**config.mk**
```make
export PLATFORM = sky130hd
export DESIGN_NAME = sdram_req_frontend
export DESIGN_NICKNAME = d
export VERILOG_FILES = /design/src/rtl/sdram_pkg.sv /design/src/rtl/sdram_req_fifo.sv /design/src/rtl/sdram_req_frontend.sv
export SDC_FILE = /design/constraint.sdc
export NUM_CORES = 1
export LEC_CHECK = 0
export ABC_AREA = 1
export CORE_UTILIZATION = 30
export CTS_CLUSTER_DIAMETER = 30
export CTS_CLUSTER_SIZE = 20
export DETAILED_ROUTE_END_ITERATION = 10
export PLACE_DENSITY = 0.51
export RECOVER_POWER = 25
export SETUP_SLACK_MARGIN = 0.5
export SLEW_MARGIN = 40
export SYNTH_ARGS = -nofsm -noshare
export SYNTH_HDL_FRONTEND = slang
export SYNTH_SLANG_ARGS = --single-unit
export TNS_END_PERCENT = 30
```
**constraint.sdc**
```tcl
create_clock -name clk -period 5.9 [get_ports clk]
set_clock_uncertainty 0.15 [all_clocks]
set_input_delay 1.18 -clock clk [delete_from_list [all_inputs] [get_ports clk]]
set_output_delay 1.18 -clock clk [all_outputs]
set_load 0.05 [all_outputs]
```
**src/rtl/sdram_pkg.sv**
```systemverilog
// Shared types and constants for the SDRAM request front end.
package sdram_pkg;

  localparam int SDRAM_ADDR_W = 24;
  localparam int SDRAM_DATA_W = 32;
  localparam int SDRAM_BE_W   = SDRAM_DATA_W / 8;

  // One queued host request; also the bundle presented on ctl_*.
  typedef struct packed {
    logic                    we;
    logic [SDRAM_ADDR_W-1:0] addr;
    logic [SDRAM_DATA_W-1:0] wdata;
    logic [SDRAM_BE_W-1:0]   be;
  } sdram_req_t;

endpackage

```
**src/rtl/sdram_req_fifo.sv**
```systemverilog
// In-order request queue with registered storage. When empty, the head
// output keeps showing the most recently popped entry.
import sdram_pkg::*;

module sdram_req_fifo #(
  parameter int DEPTH = 4
) (
  input  logic                         clk,
  input  logic                         rst,
  input  logic                         i_push,
  input  logic                         i_pop,
  input  sdram_req_t                   i_data,
  output sdram_req_t                   o_head,
  output logic [$clog2(DEPTH+1)-1:0]   o_count,
  output logic                         o_full,
  output logic                         o_empty
);

  localparam int PTR_W = $clog2(DEPTH);
  localparam int CNT_W = $clog2(DEPTH + 1);

  sdram_req_t             r_mem [DEPTH];
  sdram_req_t             r_last;
  logic [PTR_W-1:0]       r_wptr;
  logic [PTR_W-1:0]       r_rptr;
  logic [CNT_W-1:0]       r_count;

  always_ff @(posedge clk) begin
    if (i_push) r_mem[r_wptr] <= i_data;
  end

  // DEPTH is a power of two, so pointer wrap is plain overflow.
  always_ff @(posedge clk) begin
    if (rst) begin
      r_wptr  <= '0;
      r_rptr  <= '0;
      r_count <= '0;
      r_last  <= '0;
    end else begin
      if (i_push) r_wptr <= r_wptr + 1'b1;
      if (i_pop) begin
        r_rptr <= r_rptr + 1'b1;
        r_last <= r_mem[r_rptr];
      end
      case ({i_push, i_pop})
        2'b10:   r_count <= r_count + 1'b1;
        2'b01:   r_count <= r_count - 1'b1;
        default: r_count <= r_count;
      endcase
    end
  end

  assign o_count = r_count;
  assign o_empty = (r_count == '0);
  assign o_full  = (r_count == CNT_W'(DEPTH));
  assign o_head  = o_empty ? r_last : r_mem[r_rptr];

endmodule

```
**src/rtl/sdram_req_frontend.sv**
```systemverilog
// Host request queue, read-credit limiter and registered read return for the
// SDRAM controller. Define SDRAM_FE_PERF_EN to add rd_issued/wr_issued counters.
import sdram_pkg::*;

module sdram_req_frontend #(
  parameter int ADDR_W = SDRAM_ADDR_W,
  parameter int DATA_W = SDRAM_DATA_W,
  parameter int DEPTH  = 4,
  parameter int MAX_RD = 4
) (
  input  logic                         clk,
  input  logic                         rst,
  input  logic                         host_valid,
  output logic                         host_ready,
  input  logic                         host_we,
  input  logic [ADDR_W-1:0]            host_addr,
  input  logic [DATA_W-1:0]            host_wdata,
  input  logic [DATA_W/8-1:0]          host_be,
  output logic                         host_rvalid,
  output logic [DATA_W-1:0]            host_rdata,
  output logic                         ctl_valid,
  input  logic                         ctl_ready,
  output logic                         ctl_we,
  output logic [ADDR_W-1:0]            ctl_addr,
  output logic [DATA_W-1:0]            ctl_wdata,
  output logic [DATA_W/8-1:0]          ctl_be,
  input  logic                         ctl_rvalid,
  input  logic [DATA_W-1:0]            ctl_rdata,
  output logic [$clog2(MAX_RD+1)-1:0]  rd_pending,
  output logic                         err
`ifdef SDRAM_FE_PERF_EN
  ,
  output logic [15:0]                  rd_issued,
  output logic [15:0]                  wr_issued
`endif
);

  localparam int RD_W  = $clog2(MAX_RD + 1);
  localparam int CNT_W = $clog2(DEPTH + 1);

  sdram_req_t        w_in;
  sdram_req_t        w_head;
  logic [CNT_W-1:0]  w_count;
  logic              w_full;
  logic              w_empty;
  logic              w_push;
  logic              w_pop;
  logic              w_rd_acc;
  logic              w_ret;
  logic              w_stray;

  logic [RD_W-1:0]   r_rd_pending;
  logic              r_rvalid;
  logic [DATA_W-1:0] r_rdata;
  logic              r_err;

  // Ready depends only on state, never on host_valid/host_we.
  assign host_ready = !rst && !w_full && (r_rd_pending < RD_W'(MAX_RD));
  assign w_push     = host_valid && host_ready;
  assign w_pop      = ctl_valid && ctl_ready;
  assign w_rd_acc   = w_push && !host_we;
  assign w_ret      = ctl_rvalid && (r_rd_pending != '0);
  assign w_stray    = ctl_rvalid && (r_rd_pending == '0);

  always_comb begin
    w_in       = '0;
    w_in.we    = host_we;
    w_in.addr  = host_addr;
    w_in.wdata = host_wdata;
    w_in.be    = host_be;
  end

  sdram_req_fifo #(.DEPTH(DEPTH)) u_fifo (
    .clk     (clk),
    .rst     (rst),
    .i_push  (w_push),
    .i_pop   (w_pop),
    .i_data  (w_in),
    .o_head  (w_head),
    .o_count (w_count),
    .o_full  (w_full),
    .o_empty (w_empty)
  );

  a_count_empty: assert property (@(posedge clk) disable iff (rst)
    (w_count == '0) == w_empty);

  assign ctl_valid = !w_empty;
  assign ctl_we    = w_head.we;
  assign ctl_addr  = w_head.addr;
  assign ctl_wdata = w_head.wdata;
  assign ctl_be    = w_head.be;

  // Credits are taken at host acceptance so queued reads count too.
  always_ff @(posedge clk) begin
    if (rst) begin
      r_rd_pending <= '0;
    end else begin
      case ({w_rd_acc, w_ret})
        2'b10:   r_rd_pending <= r_rd_pending + 1'b1;
        2'b01:   r_rd_pending <= r_rd_pending - 1'b1;
        default: r_rd_pending <= r_rd_pending;
      endcase
    end
  end

  always_ff @(posedge clk) begin
    if (rst) begin
      r_rvalid <= 1'b0;
      r_rdata  <= '0;
      r_err    <= 1'b0;
    end else begin
      r_rvalid <= w_ret;
      if (w_ret)   r_rdata <= ctl_rdata;
      if (w_stray) r_err   <= 1'b1;
    end
  end

  assign rd_pending  = r_rd_pending;
  assign host_rvalid = r_rvalid;
  assign host_rdata  = r_rdata;
  assign err         = r_err;

`ifdef SDRAM_FE_PERF_EN
  logic [15:0] r_rd_issued;
  logic [15:0] r_wr_issued;

  always_ff @(posedge clk) begin
    if (rst) begin
      r_rd_issued <= '0;
      r_wr_issued <= '0;
    end else if (w_pop) begin
      if (w_head.we) begin
        if (r_wr_issued != 16'hFFFF) r_wr_issued <= r_wr_issued + 1'b1;
      end else begin
        if (r_rd_issued != 16'hFFFF) r_rd_issued <= r_rd_issued + 1'b1;
      end
    end
  end

  assign rd_issued = r_rd_issued;
  assign wr_issued = r_wr_issued;
`endif

endmodule

```
==> flow_metrics.tcl, run 1 <==
set metrics [dict create \
    antenna_left 0 \
    timing.rr.start "u_fifo.o_count[1]" \
    drc 0 \
    rrSetupSlack_ns 2.88 \
    cts_post_setup_buffers_inserted 0 \
    finalHoldViolations 0 \
    netlist_instances 1723 \
    clockPowerShare_pct 39.1 \
    leakagePower_nw 9.29 \
    io_pins 198 \
    tritoncts "yes" \
    cts_buffers 95 \
    timing.rr.end "u_fifo.o_count[2]" \
    yosysSeqAreaShare_pct 61.9 \
    grt_antenna_before_repair 14 \
    final_core_util_pct 42.1 \
    cp_slowest_cell "clkdlybuf4s50_1" \
    p_per_area_nw_per_um2 608 \
    portBuffers 197 \
    crit_cells 8 \
    synth-compound-area-share_pct 3.96 \
    place_congestion 0.738 \
    rsz0062_at_grt "false" \
    min_from "err" \
    clk_latency_ns 0.61 \
    core_um2 50200 \
    status "finished, final reports clean" \
    min-delay-path-class "flip-flop to flip-flop" \
    cp.arrival_ns 3.79 \
    grt_pass1_wl_um 61800 \
    cts-resized-gates 0 \
    nets 2059 \
    cts_hold_buf 0 \
    grt_max_degree 90 \
    syn_to_final_growth_pct 38.2 \
    crit_required_ns 4.57 \
    overflow 0 \
    dpl-instance-area_um2 17900 \
    endpoint_kind "output port" \
    slew_viol_final 0 \
    max_freq_mhz 195 \
    ys_ff_latch 351 \
    routedWlPerCell_um 14.5 \
    ys_warn_count 0 \
    synth_top_family_by_area "simple AND/OR/NAND/NOR gates" \
    path_max_fanout 79 \
    dp_hpwl_um 22900 \
    slew_headroom_pct 49.8 \
    path_buf_inv 3 \
    clkTransAtPathRegs_ns 0.04 \
    cts_sinks 351 \
    yosys.area.top_type_share_pct 47.9 \
    holdPathEnd "err" \
    cts_buffer_depth 3 \
    initial_utilization_pct 30.5 \
    routed_wirelength_um 39200 \
    cts_max_level 3 \
    cts_root_buf "clkbuf_16" \
    cpPeakStageDelay_ns 0.88 \
    dieArea_um2 51900 \
    synth_area_leaders "edfxtp_1 (48%), dfxtp_1 (14%), nand2_1 (12%)" \
    intPower_w 0.00791 \
    cpMostUsedCell "nand2_1" \
    p_sw_w 0.00493 \
    seqPwrFrac_pct 24.7 \
    synth_fa_ha_area_share_pct 0.753 \
    synthMuxAreaShare_pct 0 \
    period_needed_ns 5.12 \
    setup_viol 0 \
    crit_type "flip-flop to output port" \
    synth_cell_types 23 \
    swShare_pct 38.4 \
    irDropWorstVdd_uv 544 \
    first_iter_violations 465 \
    fin_crit_sh_pct 86.7 \
    drv_cap 0 \
    avgViaCountPerCell 4.21 \
    syn_nets 1829 \
    fin_area_um2 21100 \
    hold_depth 2 \
    row_count 82 \
    crit_chain "inv_6, buf_4, nand2_1, nand3_1, nand2_1, nand2_1, o21ai_1, clkdlybuf4s50_1" \
    power_frac_comb_pct 36.2 \
    dr_total_vias 11418 \
    yosys.area_share.simple_pct 21.9 \
    worst_pin_slew_ns 0.753 \
    setup_tns_ns 0 \
    dr.pass1.iters 5 \
    drive_gt1_share_pct 8.89 \
    rr_worst_depth 12 \
    die_w_um 228 \
    die_h_um 228 \
    grt_pass1_vias 11465 \
    synth-xor-area-share_pct 0 \
    avgSynthCellArea_um2 8.87 \
    netlist_area_um2 15300 \
    crit_family "buffers and inverters" \
    grt_usage_pct 15.3 \
    start_kind "flip-flop" \
    yosys.area.top_type "edfxtp_1" \
]
placed cells by master, fill, tap and decap left out, drive strengths merged:
cell,synthesis,final
nand2,510,510
inv,334,339
edfxtp,244,244
nor2,200,200
clkdlybuf4s50,0,151
nand3,128,128
clkbuf,17,125
dfxtp,107,107
o21ai,65,65
dlygate4sd3,0,46
clkinv,0,36
o21bai,32,32
buf,66,19
bufinv,0,10
a21oi,8,8
ha,6,6
diode,0,4
clkinvlp,0,4
nand4,3,3
fa,2,2
or2,1,1
tightest hold or removal path: cells and delay by family (launching register included):
family | cells | cell delay [ns]
AO/OA/AOI/OAI | 1 | 0.05
buffers and inverters | 1 | 0.05
flip-flops | 1 | 0.30
power by group through the flow:
stage / combinational [W] / sequential, W / clock [W]
final: 0.00465 / 0.00317 / 0.00502
after global routing: 0.00505 / 0.00322 / 0.00527
after CTS: 0.00472 / 0.00318 / 0.00512
after detailed placement: 0.00470 / 0.00322 / 0
after global placement: 0.00465 / 0.00320 / 0
after floorplan: 0.00305 / 0.00347 / 0
how the worst max path moves through the flow:
stage / end / slack (ns)
floorplan: u_fifo.r_mem[0][0] / 1.03
global placement: ctl_be[0] / 1.26
detailed placement: ctl_be[0] / 1.26
CTS: ctl_be[0] / 0.58
global route: ctl_be[0] / 0.52
finish: ctl_be[0] / 0.78
through the flow:
step | hold WS [ns] | instances | total power, W | worst slack, ns
6_report | 0.306 | 2712 | 0.0128 | 0.785
3_5_place_dp | 0.303 | 2528 | 0.00791 | 1.26
3_3_place_gp | 0.293 | 2524 | 0.00785 | 1.26
5_1_grt | 0.323 | 2709 | 0.0135 | 0.518
4_1_cts | 0.309 | 2708 | 0.0130 | 0.581
2_1_floorplan | 0.317 | 1723 | 0.00652 | 1.03
state kept, by name, summed over array words and instances (netlist names), named ones only:
name,count
u_fifo.r_last,61
u_fifo.o_count,3
host_rdata,32
u_fifo.r_rptr,2
err,1
u_fifo.r_mem,244
u_fifo.r_wptr,2
rd_pending,3
host_rvalid,1
cell families (layout without fill, tap and decap cells):
| logic type | Yosys count | count (layout) |
|---|---|---|
| and+or+nand+nor | 842 | 842 |
| buffers and inverters | 417 | 730 |
| DFF | 351 | 351 |
| AOI/OAI and AO/OA | 105 | 105 |
| adders and majority gates | 8 | 8 |
| other | 0 | 4 |
final cells by class:
cell class / instances / area [µm²]
multi-input combinational: 955 / 4110
sequential: 351 / 9480
tap: 672 / 841
inverter: 334 / 1260
fill: 4844 / 29000
antenna: 4 / 10.0
timing repair buffer: 216 / 2230
clock inverter: 55 / 582
clock buffer: 125 / 2610
Yosys cell counts:
cell type and n:
a21oi_1 8, buf_1 4, buf_2 43, buf_4 4, buf_6 15, clkbuf_1 17
dfxtp_1 107, edfxtp_1 244, fa_1 2, ha_1 6, inv_1 330, inv_2 4
nand2_1 508, nand2_4 2, nand3_1 127, nand3_2 1, nand4_1 3, nor2_1 199
nor2_2 1, o21ai_0 4, o21ai_1 61, o21bai_1 32, or2_2 1
metal layers:
metal  vias up  share of wire, %  global-route usage (%)
li1       5817                 -                       -
met4        10               2.2                    6.36
met5         -              0.17                       0
met3        78               5.5                    4.23
met1      5284                43                    17.9
met2       229                49                    26.2
No activity file was read; power rests on OpenSTA's default activity.
==> run 2: changes to the inputs <==
- SETUP_SLACK_MARGIN: 0.5 -> 0.4
==> results of run 2 <==
No change in the layout: final DEF, timing and power equal those of run 1.
==> run 3: changes to the inputs <==
- PLACE_DENSITY: 0.51 -> 0.52
- SKIP_LAST_GASP: unset -> 1
- clock period: 5.9 -> 4.4 ns (I/O delays scaled with it)
==> run 3 against run 2 <==
- clock power is 36% higher
- count of clock-buffer cells in the layout is 16 lower
- critical endpoint is now ctl_be[3]
- sequential cell count stayed put
- wire length is 3.1% lower
- cell area is 0.27% lower
- setup slack worse by 0.21 ns
- utilization is 0.11 points lower
- largest cell class unchanged
- power is 35% higher
- sequential power is 32% higher
- via count hardly changed
==> flow_metrics.tcl, run 3 (same netlist as run 1, synthesis figures left out) <==
set metrics [dict create \
    dr_total_vias 11410 \
    cts_hold_buf 0 \
    cts_root_buf "clkbuf_16" \
    place_congestion 0.720 \
    routedWlPerCell_um 14.0 \
    crit_type "flip-flop to output port" \
    antenna_left 0 \
    start_kind "flip-flop" \
    rsz0062_at_grt "false" \
    final_common_cell "nand2_1" \
    grt_use_met1_pct 18.0 \
    avgViaCountPerCell 4.21 \
    holdPathEnd "err" \
    leakagePower_nw 9.37 \
    slew_headroom_pct 55.2 \
    grtUsageMet2_pct 24.4 \
    timing.rr.start "u_fifo.o_count[2]" \
    grt_pass1_wl_um 60000 \
    clk_latency_ns 0.60 \
    finalPower_w 0.0173 \
    drc 0 \
    p_per_area_nw_per_um2 821 \
    portBuffers 197 \
    seqPwrFrac_pct 24.2 \
    endpoint_kind "output port" \
    gr-max-usage-layer "met2" \
    period_needed_ns 3.82 \
    fin_area_um2 21100 \
    p_sw_w 0.00662 \
    fin_crit_sh_pct 86.9 \
    dieArea_um2 51900 \
    syn_to_final_growth_pct 37.8 \
    cts_buffer_depth 3 \
    cts_buffers 91 \
    grtUsageMet3_pct 4.13 \
    most-common-layout-cells "nand2_1 (508), inv_1 (330), edfxtp_1 (244), nor2_1 (195), nand3_1 (127)" \
    grt_max_degree 126 \
    die_w_um 228 \
    setup_viol 0 \
    overflow 0 \
    clockPowerShare_pct 39.5 \
    cts_sinks 351 \
    status "finished, final reports clean" \
    regMostFlops "u_fifo.r_mem" \
    die_h_um 228 \
    largest_reg_flops 244 \
    place_ws_ns 1.10 \
    dp_hpwl_um 21700 \
    clkTransAtPathRegs_ns 0.04 \
    cts_post_setup_buffers_inserted 0 \
    intPower_w 0.0107 \
    hold_depth 2 \
    tritoncts "yes" \
    routed_wirelength_um 38000 \
    grt_pass1_vias 11066 \
    io_pins 198 \
    grt_antenna_before_repair 8 \
    path_max_fanout 41 \
    timing.rr.end "u_fifo.o_count[2]" \
    swShare_pct 38.3 \
    slew_viol_final 0 \
    dpl-instance-area_um2 17800 \
    initial_utilization_pct 30.5 \
    irDropWorstVdd_uv 454 \
    crit_required_ns 3.37 \
    min_from "err" \
    fin_ws_ns 0.576 \
    drv_cap 0 \
    final_core_util_pct 42.0 \
    cts_max_level 3 \
    first_iter_violations 548 \
    cts-resized-gates 0 \
    cp.arrival_ns 2.79 \
    max_freq_mhz 262 \
    worst_pin_slew_ns 0.673 \
    min-delay-path-class "flip-flop to flip-flop" \
    drive_gt1_share_pct 11.2 \
    nets 2061 \
    core_um2 50200 \
    rrSetupSlack_ns 1.91 \
    power_frac_comb_pct 36.2 \
    row_count 82 \
    finalHoldViolations 0 \
    dr.pass1.iters 4 \
    grt_usage_pct 14.8 \
    rr_worst_depth 14 \
]
run 3: cell types whose count changed in the layout (fill, tap and decap cells not counted), moves of 6 or more:
cell / delta
clkdlybuf4s50_1: -36
clkinv_1: -6
clkbuf_8: -6
bufinv_16: +7
buf_4: +46
run 3: cell type report:
class	instances	area, µm²
diodes	5	12.5
clock buffers	109	2380
clock inverters	62	823
fillers	4763	29100
inverters	334	1260
multi-input cells	955	4110
flip-flops and latches	351	9480
well taps	672	841
repair buffers	222	2160
run 3: per-layer routing:
layer  vias to the layer above  share of wire, %
met5                         -                 0
met4                         0               2.1
met3                        64               5.5
met2                       235                48
met1                      5284                44
li1                       5827                 -
run 3: worst max path at each step:
stage / end / slack, ns / startpoint
floorplan: u_fifo.r_mem[0][0] / -0.17 / rst
global placement: ctl_be[3] / 1.06 / u_fifo.o_count[0]
detailed placement: rd_pending[2] / 1.10 / rst
CTS: ctl_be[3] / 0.52 / flip-flop
global route: ctl_wdata[18] / 0.44 / flip-flop
finish: ctl_be[3] / 0.58 / flip-flop
run 3: worst max-delay path, cell delays in order, from the launching register on:
cell	delay, ns
dfxtp_4	0.34
buf_4	0.52
nand3_1	0.14
nand2_1	0.11
nand2_1	0.05
o21ai_1	0.15
clkdlybuf4s50_1	0.86
run 3: per-stage QoR:
stage / hold slack [ns] / std cells / setup TNS, ns
floorplan: 0.317 / 1723 / -42.17
global placement: 0.296 / 2534 / 0
detailed placement: 0.298 / 2534 / 0
CTS: 0.305 / 2705 / 0
global route: 0.350 / 2705 / 0
finish: 0.299 / 2710 / 0
run 3: power by group through the flow:
stage	Sequential [W]	Combinational (W)	Clock, W
after floorplan	0.00466	0.00409	0
after global placement	0.00423	0.00629	0
after detailed placement	0.00425	0.00636	0
after CTS	0.00419	0.00638	0.00698
after global routing	0.00424	0.00682	0.00717
final	0.00419	0.00627	0.00684
